`src/rtl/unidade_controle.sv`:
```
// -----------------------------------------------------------------------------
// unidade_controle
// Multicycle control FSM for the MIPS-subset datapath "cpu". Each cycle it
// decodes the current state (Moore style) into every datapath control wire:
// write enables, ALU operand/operation selects, shifter controls, memory
// address source and PC source.
//
// Optional feature macro: UNIDADE_CONTROLE_EXC_EN
//   defined   : unknown opcode/funct and ALU overflow on add/sub/addi raise an
//               exception (save EPC, read handler address, jump to it).
//   undefined : unknown instructions act as NOP, overflow is ignored.
//
// Parameter
//   MEM_WAIT  cycles a memory read is held stable before sampling (1..7)
//
// Ports
//   clk, reset           clock, synchronous active-high reset
//   opcode, funct        IR[31:26], IR[5:0]
//   overflow             ALU overflow (exception build only)
//   cond                 branch condition from the conSrc mux
//   *_write, IRWrite,
//   RegWrite, MemWrite,
//   FlagRegWrite         write enables
//   Seletor              ALU op (001 add, 010 sub, 111 compare)
//   seletor_ulaA/B       ALU operand selects
//   RegDst, MemtoReg     register file destination / write-back source
//   ShiftOP, SrInputSrc,
//   SrNSrc               shifter controls
//   IorD                 memory address source
//   PCSource, conSrc     PC source, branch condition select
//   load_size, store_size, SrctoMem, HiLoSrc  memory/HI-LO controls
//   state                current state encoding (debug)
// -----------------------------------------------------------------------------
module unidade_controle #(
  parameter int MEM_WAIT = 1
) (
  input  logic       clk,
  input  logic       reset,
  input  logic [5:0] opcode,
  input  logic [5:0] funct,
  input  logic       overflow,
  input  logic       cond,
  output logic       PC_write,
  output logic       A_write,
  output logic       B_write,
  output logic       EPC_write,
  output logic       IRWrite,
  output logic       RegWrite,
  output logic       MemWrite,
  output logic       FlagRegWrite,
  output logic       HI_write,
  output logic       LO_write,
  output logic [2:0] Seletor,
  output logic       seletor_ulaA,
  output logic [1:0] seletor_ulaB,
  output logic [2:0] RegDst,
  output logic [3:0] MemtoReg,
  output logic [2:0] ShiftOP,
  output logic       SrInputSrc,
  output logic [1:0] SrNSrc,
  output logic [2:0] IorD,
  output logic [1:0] PCSource,
  output logic [1:0] conSrc,
  output logic [1:0] load_size,
  output logic       store_size,
  output logic       SrctoMem,
  output logic       HiLoSrc,
  output logic [5:0] state
);

  typedef enum logic [5:0] {
    S_RST         = 6'd0,
    S_FETCH       = 6'd1,
    S_FETCH_LATCH = 6'd2,
    S_DECODE      = 6'd3,
    S_R_ADD       = 6'd4,
    S_R_SUB       = 6'd5,
    S_R_SLT       = 6'd6,
    S_JR          = 6'd7,
    S_SH_LOAD     = 6'd8,
    S_SH_SLL      = 6'd9,
    S_SH_SRL      = 6'd10,
    S_SH_SRA      = 6'd11,
    S_SH_WB       = 6'd12,
    S_ADDI        = 6'd13,
    S_LUI         = 6'd14,
    S_LW_ADDR     = 6'd15,
    S_LW_WB       = 6'd16,
    S_SW          = 6'd17,
    S_BR_CMP      = 6'd18,
    S_BR_TAKE_EQ  = 6'd19,
    S_BR_TAKE_NE  = 6'd20,
    S_JMP         = 6'd21,
    S_EXC_EPC     = 6'd22,
    S_EXC_RD      = 6'd23,
    S_EXC_JMP     = 6'd24
  } state_t;

  localparam logic [2:0] WAIT_INIT = 3'(MEM_WAIT - 1);

  state_t     r_state;
  state_t     w_next;
  logic [2:0] r_wait;
  logic       w_wait_done;
  state_t     w_unknown_dst;

  assign w_wait_done = (r_wait == 3'd0);
  assign state       = r_state;

  // States that hold a memory read stable for MEM_WAIT cycles
  function automatic logic f_wait_cap(input state_t s);
    case (s)
      S_FETCH, S_LW_ADDR, S_EXC_RD: f_wait_cap = 1'b1;
      default:                      f_wait_cap = 1'b0;
    endcase
  endfunction

`ifdef UNIDADE_CONTROLE_EXC_EN
  // Cause of the pending exception: 1 = overflow, 0 = unknown instruction
  logic r_exc_ovf;
  assign w_unknown_dst = S_EXC_EPC;

  // Latch exception cause when entering the exception sequence
  always_ff @(posedge clk) begin
    if (reset) begin
      r_exc_ovf <= 1'b0;
    end else if (w_next == S_EXC_EPC && r_state != S_EXC_EPC) begin
      // only the execute states reach EXC_EPC by overflow; DECODE by opcode
      r_exc_ovf <= (r_state != S_DECODE);
    end else begin
      r_exc_ovf <= r_exc_ovf;
    end
  end
`else
  logic w_unused_ovf;
  assign w_unused_ovf  = overflow;
  assign w_unknown_dst = S_FETCH;
`endif

  // State register and memory wait counter
  always_ff @(posedge clk) begin
    if (reset) begin
      r_state <= S_RST;
      r_wait  <= 3'd0;
    end else begin
      r_state <= w_next;
      if (w_next != r_state && f_wait_cap(w_next)) begin
        r_wait <= WAIT_INIT;
      end else if (r_wait != 3'd0) begin
        r_wait <= r_wait - 3'd1;
      end else begin
        r_wait <= r_wait;
      end
    end
  end

  // Next-state logic, including instruction dispatch from DECODE
  always_comb begin
    w_next = r_state;
    case (r_state)
      S_RST:         w_next = S_FETCH;
      S_FETCH:       w_next = w_wait_done ? S_FETCH_LATCH : S_FETCH;
      S_FETCH_LATCH: w_next = S_DECODE;
      S_DECODE: begin
        case (opcode)
          6'h00: begin
            case (funct)
              6'h20:               w_next = S_R_ADD;
              6'h22:               w_next = S_R_SUB;
              6'h2a:               w_next = S_R_SLT;
              6'h08:               w_next = S_JR;
              6'h00, 6'h02, 6'h03: w_next = S_SH_LOAD;
              default:             w_next = w_unknown_dst;
            endcase
          end
          6'h08:        w_next = S_ADDI;
          6'h0f:        w_next = S_LUI;
          6'h23:        w_next = S_LW_ADDR;
          6'h2b:        w_next = S_SW;
          6'h04, 6'h05: w_next = S_BR_CMP;
          6'h02:        w_next = S_JMP;
          default:      w_next = w_unknown_dst;
        endcase
      end
`ifdef UNIDADE_CONTROLE_EXC_EN
      S_R_ADD, S_R_SUB, S_ADDI: w_next = overflow ? S_EXC_EPC : S_FETCH;
      S_EXC_EPC:                w_next = S_EXC_RD;
      S_EXC_RD:                 w_next = w_wait_done ? S_EXC_JMP : S_EXC_RD;
      S_EXC_JMP:                w_next = S_FETCH;
`else
      S_R_ADD, S_R_SUB, S_ADDI: w_next = S_FETCH;
`endif
      // shift direction is taken from funct, which the IR holds stable
      S_SH_LOAD: begin
        case (funct)
          6'h02:   w_next = S_SH_SRL;
          6'h03:   w_next = S_SH_SRA;
          default: w_next = S_SH_SLL;
        endcase
      end
      S_SH_SLL, S_SH_SRL, S_SH_SRA: w_next = S_SH_WB;
      S_LW_ADDR: w_next = w_wait_done ? S_LW_WB : S_LW_ADDR;
      S_BR_CMP:  w_next = (opcode == 6'h05) ? S_BR_TAKE_NE : S_BR_TAKE_EQ;
      S_R_SLT, S_JR, S_SH_WB, S_LUI, S_LW_WB, S_SW,
      S_BR_TAKE_EQ, S_BR_TAKE_NE, S_JMP: w_next = S_FETCH;
      default:   w_next = S_RST;
    endcase
  end

  // Moore output decode; BR_TAKE PC_write and overflow RegWrite masking
  // are the only input-dependent terms
  always_comb begin
    PC_write     = 1'b0;
    A_write      = 1'b0;
    B_write      = 1'b0;
    EPC_write    = 1'b0;
    IRWrite      = 1'b0;
    RegWrite     = 1'b0;
    MemWrite     = 1'b0;
    FlagRegWrite = 1'b0;
    HI_write     = 1'b0;
    LO_write     = 1'b0;
    Seletor      = 3'b000;
    seletor_ulaA = 1'b0;
    seletor_ulaB = 2'd0;
    RegDst       = 3'd0;
    MemtoReg     = 4'd0;
    ShiftOP      = 3'b000;
    SrInputSrc   = 1'b0;
    SrNSrc       = 2'd0;
    IorD         = 3'd0;
    PCSource     = 2'd0;
    conSrc       = 2'd0;
    load_size    = 2'd0;
    store_size   = 1'b0;
    SrctoMem     = 1'b0;
    HiLoSrc      = 1'b0;
    case (r_state)
      S_FETCH_LATCH: begin
        IRWrite      = 1'b1;
        PC_write     = 1'b1;
        seletor_ulaB = 2'd1;
        Seletor      = 3'b001;
      end
      S_DECODE: begin
        A_write = 1'b1;
        B_write = 1'b1;
      end
      S_R_ADD, S_R_SUB: begin
        seletor_ulaA = 1'b1;
        Seletor      = (r_state == S_R_SUB) ? 3'b010 : 3'b001;
        RegDst       = 3'd1;
`ifdef UNIDADE_CONTROLE_EXC_EN
        RegWrite     = ~overflow;
`else
        RegWrite     = 1'b1;
`endif
      end
      S_R_SLT: begin
        seletor_ulaA = 1'b1;
        Seletor      = 3'b111;
        MemtoReg     = 4'd9;
        RegDst       = 3'd1;
        RegWrite     = 1'b1;
      end
      S_JR: begin
        seletor_ulaA = 1'b1;
        PC_write     = 1'b1;
      end
      S_SH_LOAD: ShiftOP = 3'b001;
      S_SH_SLL:  ShiftOP = 3'b010;
      S_SH_SRL:  ShiftOP = 3'b011;
      S_SH_SRA:  ShiftOP = 3'b100;
      S_SH_WB: begin
        MemtoReg = 4'd5;
        RegDst   = 3'd1;
        RegWrite = 1'b1;
      end
      S_ADDI: begin
        seletor_ulaA = 1'b1;
        seletor_ulaB = 2'd2;
        Seletor      = 3'b001;
`ifdef UNIDADE_CONTROLE_EXC_EN
        RegWrite     = ~overflow;
`else
        RegWrite     = 1'b1;
`endif
      end
      S_LUI: begin
        MemtoReg = 4'd7;
        RegWrite = 1'b1;
      end
      S_LW_ADDR, S_LW_WB, S_SW: begin
        seletor_ulaA = 1'b1;
        seletor_ulaB = 2'd2;
        Seletor      = 3'b001;
        IorD         = 3'd1;
        MemtoReg     = (r_state == S_LW_WB) ? 4'd1 : 4'd0;
        RegWrite     = (r_state == S_LW_WB);
        MemWrite     = (r_state == S_SW);
      end
      S_BR_CMP: begin
        seletor_ulaA = 1'b1;
        Seletor      = 3'b111;
        FlagRegWrite = 1'b1;
      end
      S_BR_TAKE_EQ, S_BR_TAKE_NE: begin
        seletor_ulaB = 2'd3;
        Seletor      = 3'b001;
        conSrc       = (r_state == S_BR_TAKE_NE) ? 2'd1 : 2'd0;
        PC_write     = cond;
      end
      S_JMP: begin
        PCSource = 2'd1;
        PC_write = 1'b1;
      end
`ifdef UNIDADE_CONTROLE_EXC_EN
      S_EXC_EPC: begin
        seletor_ulaB = 2'd1;
        Seletor      = 3'b010;
        EPC_write    = 1'b1;
      end
      S_EXC_RD:  IorD = r_exc_ovf ? 3'd3 : 3'd2;
      S_EXC_JMP: begin
        load_size = 2'd2;
        PCSource  = 2'd2;
        PC_write  = 1'b1;
      end
`endif
      default: begin
        PC_write = 1'b0;
      end
    endcase
  end

endmodule

```
`config.mk`:
```
export PLATFORM = sky130hd
export DESIGN_NAME = unidade_controle
export DESIGN_NICKNAME = d
export VERILOG_FILES = /design/src/rtl/unidade_controle.sv
export SDC_FILE = /design/constraint.sdc
export NUM_CORES = 1
export LEC_CHECK = 0
export ABC_AREA = 1
export BUFFER_PORTS_ARGS = -buffer_cell sky130_fd_sc_hd__buf_2
export CAP_MARGIN = 10
export CORE_MARGIN = 3
export CORE_UTILIZATION = 48
export CTS_BUF_LIST = sky130_fd_sc_hd__clkbuf_4 sky130_fd_sc_hd__clkbuf_8 sky130_fd_sc_hd__clkbuf_16
export CTS_CLUSTER_DIAMETER = 150
export DETAILED_ROUTE_END_ITERATION = 8
export GPL_TIMING_DRIVEN = 0
export PLACE_DENSITY_LB_ADDON = 0.05
export SLEW_MARGIN = 15
export SYNTH_ARGS = -nofsm -noshare
export SYNTH_HDL_FRONTEND = slang
export SYNTH_SLANG_ARGS = --single-unit
```
`constraint.sdc`:
```
create_clock -name clk -period 2 [get_ports clk]
set_clock_uncertainty 0.15 [all_clocks]
set_input_delay 0.1 -clock clk [delete_from_list [all_inputs] [get_ports clk]]
set_output_delay 0.1 -clock clk [all_outputs]
set_load 0.005 [all_outputs]
```
======== Yosys cells after proc, flatten, opt, wreduce, memory -nomap -nowiden ========
Cells that the tools add are included.
storage, ports and cells
  memory bits (read-only) ................. 0
  input port bits ......................... 16
  bits in writable memories ............... 0
  word-level logic and storage cells ...... 90
  register bits after elaboration ......... 9
  memories ................................ 0
  output and inout bits ................... 47
  latch bits .............................. 0
operators by class
  magnitude comparators ................... 0
  muxes and demuxes ....................... 27
  add/subtract/negate cells ............... 1
  equal/unequal tests ..................... 38
  reductions and logical operators ........ 22
  bitwise operators ....................... 0
  div/mod/pow operators ................... 0
  shifts and indexed selects .............. 0
  multiply operators ...................... 0
operators with widths
  kind                  number
  $eq A6 B4 Y1 const B  12
  $pmux W6 S8           1
  $eq A6 B5 Y1 const B  7
  $pmux W6 S7           1
  $eq A6 B3 Y1 const B  6
  $eq A6 B2 Y1 const B  5
  $eq A6 B6 Y1 const B  5
  $pmux W4 S5           1
  $logic_not A6 Y1      3
  $pmux W4 S4           1
  $reduce_or A3 Y1      5
  $mux W1               13
  $reduce_or A13 Y1     1
  $eq A6 B1 Y1 const B  2
  $pmux W3 S4           1
  $reduce_or A2 Y1      5
  $pmux W3 S3           1
  $reduce_or A9 Y1      1
  $reduce_or A4 Y1      2
  $reduce_or A7 Y1      1
  $ne A6 B6 Y1          1
  $pmux W2 S3           1
  $reduce_or A6 Y1      1
  $mux W5               1
  8 further kinds       10

======== Logic depth before layout (Yosys ltp) ========
Gate-level depths: netlist (run 1).
  depth in word-level cells ............... 11
  depth in mapped cells ................... 16
  gate-level depth less buffers ........... 16

======== Least setup slack after synthesis (run 1) ========
Ideal clock, no wire load.
  path kind ............................... register to register
  start point ............................. register r_wait[0]
  end point ............................... register r_wait[1]
  required time ........................... 1733 ps
  path slack .............................. 173 ps
  clock period less this slack ............ 1827 ps
  path buffers ............................ 0
  setup time .............................. 117 ps
  arrival ................................. 1560 ps
  stages on the path, launching flop included .. 15
  cell sequence ........................... dfxtp_1 -> inv_1 -> ha_1 -> inv_1 -> nor2_2 -> inv_1 -> nand2_2 -> nand2_1 -> nor2_2 -> a21boi_4 -> inv_1 -> nand2_1 -> nand4_1 -> nand2_2 -> nor2_1
on the way
  word-level cells in the longest chain between the ends .. 9
  elaborated cells between the ends (all ways) .. 15
  those cells by class .................... add/sub (1); eq/ne (4); mux (5); reduce/logical (5)
ends and longest elaborated chain
  item                                        line      RTL
  start, declared                             103       logic [2:0] r_wait;
  start signal, assigned                      150       r_wait <= r_wait - 3'd1;
  start signal, assigned                      152       r_wait <= r_wait;
  $logic_not A3 Y1                            107       assign w_wait_done = (r_wait == 3'd0);
  $mux W5 / $mux W2 (equally long branches)   202, 162
  $pmux W6 S8                                 160       case (r_state)
  $eq A6 B1 Y1, or another cell as far along  112       case (s)
  $reduce_or A3 Y1                            112
  $mux W1                                     112
  $mux W1                                     142       if (reset) begin
  $logic_and A1 B1 Y1                         147       if (w_next != r_state && f_wait_cap(w_next)) begin
  $reduce_or A2 Y1 (no line)                  -
Several ways; a longest one is shown, not always the timed one. The select of a mux whose other input is x is not followed.
A chain may end at the register's enable or synchronous reset.

======== Worst setup path after layout (run 1) ========
  start point ............................. register r_state[2] (netlist: state[2])
  end point ............................... register r_wait[1]
on the way
  word-level cells in the longest chain between the ends .. 9
  elaborated cells between the ends (all ways) .. 34
  those cells by class .................... eq/ne (25); mux (3); reduce/logical (6)
ends and longest elaborated chain
  item                                                                    line  RTL
  start, declared                                                         101   state_t r_state;
  start signal, assigned                                                  146   r_state <= w_next;
  $eq A6 B3 Y1, or another cell as far along                              160
  $reduce_or A13 Y1 (no line) / $reduce_or A3 Y1 (equally long branches)  -
  $pmux W6 S8                                                             160
  $eq A6 B1 Y1, or another cell as far along                              112
  $reduce_or A3 Y1                                                        112
  $mux W1                                                                 112
  $mux W1                                                                 142
  $logic_and A1 B1 Y1 *                                                   147
  $reduce_or A2 Y1 (no line) *                                            -
Mark *: on every way between the ends. The rest lies on a longest branch, timed or not. The select of a mux whose other input is x is not followed.

==> results by group, run 1 <==
Synth
  • Syn. warnings: 0
  • Number of enable flip-flop cells after synthesis: 0
  • Synth Flop Type: dfxtp_1
  • Sequential area share after synthesis: 0.116
  • Syn Inst Count: roughly 260
  • Mapped Area: roughly 1400 µm²
  • Synthesis-stage register bit count: 8
  • Avg Cell Area, Syn: roughly 5.4 µm²
  • Async SR Flop Fraction: 0
  • Netlist cell types: 30

Timing
  • Post-Route Setup TNS: 0 ns
  • Final Worst Setup Slack: between 0.09 and 0.1 ns
  • F_max: 0.525 GHz
  • Fin crit period: 1.90 ns
  • Post-Route Hold Slack: approximately 0.24 ns
  • Slew Viols, Final: 0
  • Fin crit share: 0.952
  • Final hold vios: 0
  • Final setup violation count: 0

Placed design
  • Port bufs: between 40 and 50
  • Routability congestion estimate: roughly 0.9
  • Pre-CTS setup slack: -0.0477 ns
  • Post-DP Area: about 1700 µm²
  • HPWL after DPL: between 2 and 3 mm

Worst setup path
  • Slowest cell on crit path: dfxtp_4
  • Critical path arrival: between 1.5 and 2 ns
  • CP top delay family: simple AND/OR/NAND/NOR gates
  • Worst setup SP type: flip-flop
  • Critical path cell sequence: nor2_4, buf_12, nand2_4, nor2_8, nand2_2, nand2_4, nand2_1, nand3_1, nor2_1, nand2_1, nand4_1, nand2_2, nor2_1
  • Crit path max fanout: 8
  • Buf/Inv on CP: 1
  • Max stage delay on crit path: approximately 0.38 ns
  • Critical path endpoint category: flip-flop
  • Crit Path Category: reg -> reg
  • CP required: 1.98 ns

Global route
  • Overall global routing resource usage: 0.193
  • Initial antenna violation count: 0
  • First-pass GRT wire length: about 5.5 mm
  • Vias in the first global route: about 1400
  • Congestion Overflow GR: 0
  • Pin count of the biggest net entering global routing: 11

Clocking
  • CTS Buf Count: 3
  • Reg clk slew, reported paths: about 0.05 ns
  • Max Root-Sink Buffers: 2
  • CTS root buf: clkbuf_4
  • CTS tree: yes
  • Clock Latency Late Sink: between 0.2 and 0.25 ns
  • Clk sinks: 8
  • H-tree Lvls: 1

Cells and area
  • Layout net count: 348
  • Area delta synth->final: 36.1%
  • Layout cell share with drive strength beyond 1: 0.363
  • Finished Cell Area: 1880 µm²
  • # diodes: 0

Die
  • Die ar.: 3560 µm²
  • Die Span Y: ~60 µm
  • I/O Pins: 63
  • Std-Cell Rows: 18
  • Starting Density: 0.529
  • Floorplan die width: 59.6 µm
  • Core area: 2610 µm²

Pwr
  • P per Cell Area: around 670 nW/µm²
  • Max VDD drop: 694 µV
  • Net Sw Frac: 0.501
  • Seq pwr share: 0.219
  • P_sw: between 0.6 and 0.7 mW
  • Clock share of power: 0.093
  • Power Total: ~1.3 mW
  • Cell Int Power: 0.625 mW
  • Logic pwr share: 0.688
  • Leakage power: 1.25 nW

Routing
  • Number of iterations in the first detailed-routing pass: 4
  • DR vias: 1699
  • Routed len/inst: around 10 µm
  • DRC viols: 0
  • DR vias/cell: roughly 4.7
  • Initial DRC Count: 80
  • Final antenna-violating net count: 0
  • Wirelength, routed: approximately 3.7 mm

Run status
  • Outcome: completed

Job
  • Max_cap viols: 0

Hold path
  • Hold Path Class: in -> reg
-- cell families (layout without fill, tap and decap cells) --
kind of cell               after synthesis  count (layout)  share of synthesized area
other                                    1              18                    0.00271
buffers and inverters                   67             121                      0.245
adders and majority gates                2               2                     0.0181
AOI/OAI and AO/OA                       12              12                     0.0580
and+or+nand+nor                        166             166                      0.554
xor gates and xnor gates                 1               1                    0.00634
DFF                                      8               8                      0.116
-- sequential cells by signal (all words and copies together) (netlist names) --
register,count
r_wait,3
state,5
-- power by group through the flow --
stage | combinational, mW | sequential, mW | clock (mW)
detailed placement | 0.708 | 0.254 | 0
floorplan | 0.518 | 0.247 | 0
global placement | 0.690 | 0.253 | 0
global route | 0.961 | 0.280 | 0.131
finish | 0.861 | 0.274 | 0.116
CTS | 0.720 | 0.254 | 0.119
-- Yosys cell counts (2+ instances only) --
library cell,number,area share
inv_2,7,0.019
buf_4,19,0.10
o21ai_0,4,0.014
inv_1,39,0.11
a21oi_1,3,0.011
nor3_1,2,0.0072
nand4_1,8,0.036
nand2_1,61,0.17
buf_6,2,0.016
ha_1,2,0.018
nor2_1,45,0.12
nand3_1,30,0.11
dfxtp_1,8,0.12
nand2_2,5,0.023
o21ai_1,2,0.0072
nor2_2,6,0.027
-- final timing paths --
check | cells after the start | to | start | slack (ns)
worst max-delay path | 13 | r_wait[1] | state[2] | 0.1
worst min-delay path | 5 | state[1] | funct[1] | 0.24
worst max register to register | 13 | r_wait[1] | state[2] | 0.1
worst min register to register | 2 | r_wait[0] | r_wait[0] | 0.39
-- final cells by class --
| type | count | area (µm²) |
|---|---|---|
| multi-input cells | 199 | 1020 |
| fillers | 250 | 733 |
| repair buffers | 51 | 290 |
| inverters | 46 | 175 |
| flip-flops and latches | 8 | 173 |
| clock buffers | 3 | 22.5 |
| well taps | 30 | 37.5 |
| plain buffers | 21 | 165 |
-- timing repair --
item | 4_1_cts | 5_1_grt
pin swaps | 0 | 9
setup buffers | 2 | 5
hold endpoints to repair | 4 | 0
endpoints found under the setup margin | 4 | 8
hold buffers | 1 | 0
resized for setup | 1 | 31
-- per-layer routing --
layer  part of all wire  wire, µm  GRT usage  vias to the layer above
met5                  0         0          0                        -
met3              0.086       321     0.0283                        6
met1               0.43      1610      0.248                      718
li1                   -         -          -                      912
met4              0.011        43     0.0316                        0
met2               0.47      1770      0.341                       63
-- worst register-to-register path: cells and delay by family (launching register included) --
kind	cells	cell delay, ns
flops	1	0.38
buf+inv	1	0.13
simple gates	12	1.14
-- metrics by stage --
step                       util  std cells
after detailed placement  0.650        347
after global placement    0.650        347
after CTS                 0.670        353
after global routing      0.719        358
final                     0.719        358
after floorplan               -        274
-- placed cells by master (no fill, tap or decap), types with 2 or more instances in the layout --
| cell type | instances |
|---|---|
| nand2_4 | 3 |
| nand4_1 | 8 |
| nand2_2 | 6 |
| dfxtp_4 | 2 |
| nand3_2 | 2 |
| o21ai_0 | 3 |
| nor2_4 | 3 |
| o21ai_2 | 2 |
| conb_1 | 18 |
| clkbuf_4 | 3 |
| nor3_1 | 2 |
| nor2_2 | 8 |
| dfxtp_1 | 2 |
| nor2_1 | 41 |
| a21oi_1 | 3 |
| buf_4 | 25 |
| inv_1 | 35 |
| buf_6 | 2 |
| inv_2 | 10 |
| buf_2 | 43 |
| dfxtp_2 | 4 |
| nand2_1 | 58 |
| nand3_1 | 29 |
(Power assumes the default switching activity.)
==> inputs of run 2 (changes only) <==
--- a/config.mk
+++ b/config.mk
@@ -10,7 +10,7 @@
 export CAP_MARGIN = 10
 export CORE_MARGIN = 3
 export CORE_UTILIZATION = 48
-export CTS_BUF_LIST = sky130_fd_sc_hd__clkbuf_4 sky130_fd_sc_hd__clkbuf_8 sky130_fd_sc_hd__clkbuf_16
+export CTS_BUF_LIST = sky130_fd_sc_hd__clkbuf_16
 export CTS_CLUSTER_DIAMETER = 150
 export DETAILED_ROUTE_END_ITERATION = 8
 export GPL_TIMING_DRIVEN = 0
==> results by group, run 2 (synthesized netlist as in run 1, its figures left out) <==
Run status
  • Outcome: completed

Cells and area
  • Most frequent cells in the layout: nand2_1 (60), buf_2 (43), nor2_1 (40)
  • Area delta synth->final: 40.1%
  • Fillers: 230
  • Layout cell share with drive strength beyond 1: 0.362
  • Most common cell after layout, fill and taps aside: nand2_1
  • Finished Layout Cells: between 300 and 400
  • Layout net count: between 300 and 400
  • Number of flip-flops in the largest register: 5
  • # diodes: 0

Routing
  • Final antenna-violating net count: 0
  • Number of iterations in the first detailed-routing pass: 4
  • Routed len/inst: between 10 and 15 µm
  • DR vias/cell: around 4.8
  • Wirelength, routed: 3.79 mm
  • Initial DRC Count: 90
  • DRC viols: 0
  • DR vias: between 1500 and 2000

Timing
  • RSZ-0062 raised after global routing: yes
  • Slew Viols, Final: 0
  • Post-Route Hold Slack: 0.288 ns
  • Fin crit period: 1.97 ns
  • Fin crit share: 0.985
  • F_max: 0.508 GHz
  • Final setup violation count: 0
  • Final hold vios: 0

Global route
  • Vias in the first global route: around 1400
  • Congestion Overflow GR: 0
  • First-pass GRT wire length: around 5.6 mm
  • Overall global routing resource usage: 0.197
  • Initial antenna violation count: 0
  • Grt met3 use: 0.0261
  • Met2 Use GR: 0.352
  • Met1 usage: 0.251
  • Gr busiest metal: met2
  • Pin count of the biggest net entering global routing: 11

Worst setup path
  • Crit path max fanout: 10
  • CP required: roughly 2.0 ns
  • R2R depth: 14
  • Crit Path Category: reg -> reg
  • Critical path arrival: between 1.5 and 2 ns
  • Critical path endpoint category: flip-flop
  • Worst setup SP type: flip-flop

Clocking
  • CTS root buf: clkbuf_16
  • CTS Buf Count: 3
  • Max Root-Sink Buffers: 2
  • Clk sinks: 8
  • H-tree Lvls: 1
  • Clock Latency Late Sink: roughly 0.23 ns
  • CTS tree: yes
  • Reg clk slew, reported paths: 0.04 ns

Die
  • Floorplan die width: 59.6 µm
  • Starting Density: 0.529
  • Core area: between 2000 and 3000 µm²
  • Die Span Y: a little under 60 µm
  • Die ar.: 3560 µm²
  • I/O Pins: 63
  • Std-Cell Rows: 18

Hold path
  • Hold Path Class: in -> reg
  • Hold-critical path depth: 5

Placed design
  • HPWL after DPL: ~2.9 mm
  • Dpl cells: between 300 and 400
  • Routability congestion estimate: roughly 0.92
  • Port bufs: 43

Pwr
  • P per Cell Area: 781 nW/µm²
  • Leakage power: ~1.3 nW
  • Max VDD drop: 945 µV

Job
  • Max_cap viols: 0
[run 2: cell types whose count changed in the layout (fill, tap and decap cells not counted), sizes merged]
cell	change
buf	+1
[run 2: power breakdown]
part / total (mW) / internal (mW) / switching, mW
combinational: 0.909 / 0.374 / 0.534
sequential: 0.269 / 0.207 / 0.0614
clock: 0.333 / 0.257 / 0.0759
total: 1.51 / 0.839 / 0.672
[run 2: routing by layer]
metal	routed length [µm]	part of all wire	vias up
met4	70	0.018	0
met3	336	0.089	7
li1	-	-	907
met2	1780	0.47	71
met1	1600	0.42	731
met5	0	0	-
[run 2: layout make-up]
type | count | area [µm²] | area share
multi-input cells | 199 | 1010 | 0.524
repair buffers | 52 | 302 | 0.156
inverters | 46 | 175 | 0.0905
flip-flops and latches | 8 | 166 | 0.0860
plain buffers | 21 | 165 | 0.0853
clock buffers | 3 | 75.1 | 0.0388
well taps | 30 | 37.5 | 0.0194
[run 2: final timing paths]
check                               start        end  slack (ns)
worst max-delay path             state[4]  r_wait[1]        0.03
worst min-delay path             funct[1]   state[1]        0.29
worst max register to register   state[4]  r_wait[1]        0.03
worst min register to register  r_wait[1]  r_wait[1]        0.45
[run 2: metrics by stage]
step | worst slack [ns] | util | area, µm² | TNS [ns] | power (mW)
6_report | 0.0297 | 0.741 | 1940 | 0 | 1.51
4_1_cts | 0.00917 | 0.685 | 1790 | 0 | 1.33
2_1_floorplan | 0.173 | - | 1450 | 0 | 0.765
3_5_place_dp | -0.0477 | 0.650 | 1700 | -0.136 | 0.961
3_3_place_gp | -0.0269 | 0.650 | 1700 | -0.0751 | 0.942
5_1_grt | -0.147 | 0.741 | 1940 | -0.348 | 1.64
[run 2: critical path, stage by stage (launching register included)]
cell,delay [ns]
dfxtp_1,0.34
buf_6,0.14
inv_2,0.05
buf_6,0.14
nand3_1,0.10
nand2_1,0.09
nor2_1,0.12
nand3_1,0.13
nor2_2,0.17
nand2_1,0.07
nand2_1,0.06
inv_1,0.04
nand4_1,0.09
nand2_2,0.09
nor2_1,0.12
[run 2: timing repair]
item,4_1_cts,5_1_grt
buffers inserted,0,8
hold buffers,1,0
pin swaps,0,11
gates resized for setup,3,26
endpoints found under the setup margin,3,7
gates cloned,0,0
hold endpoints to repair,4,0
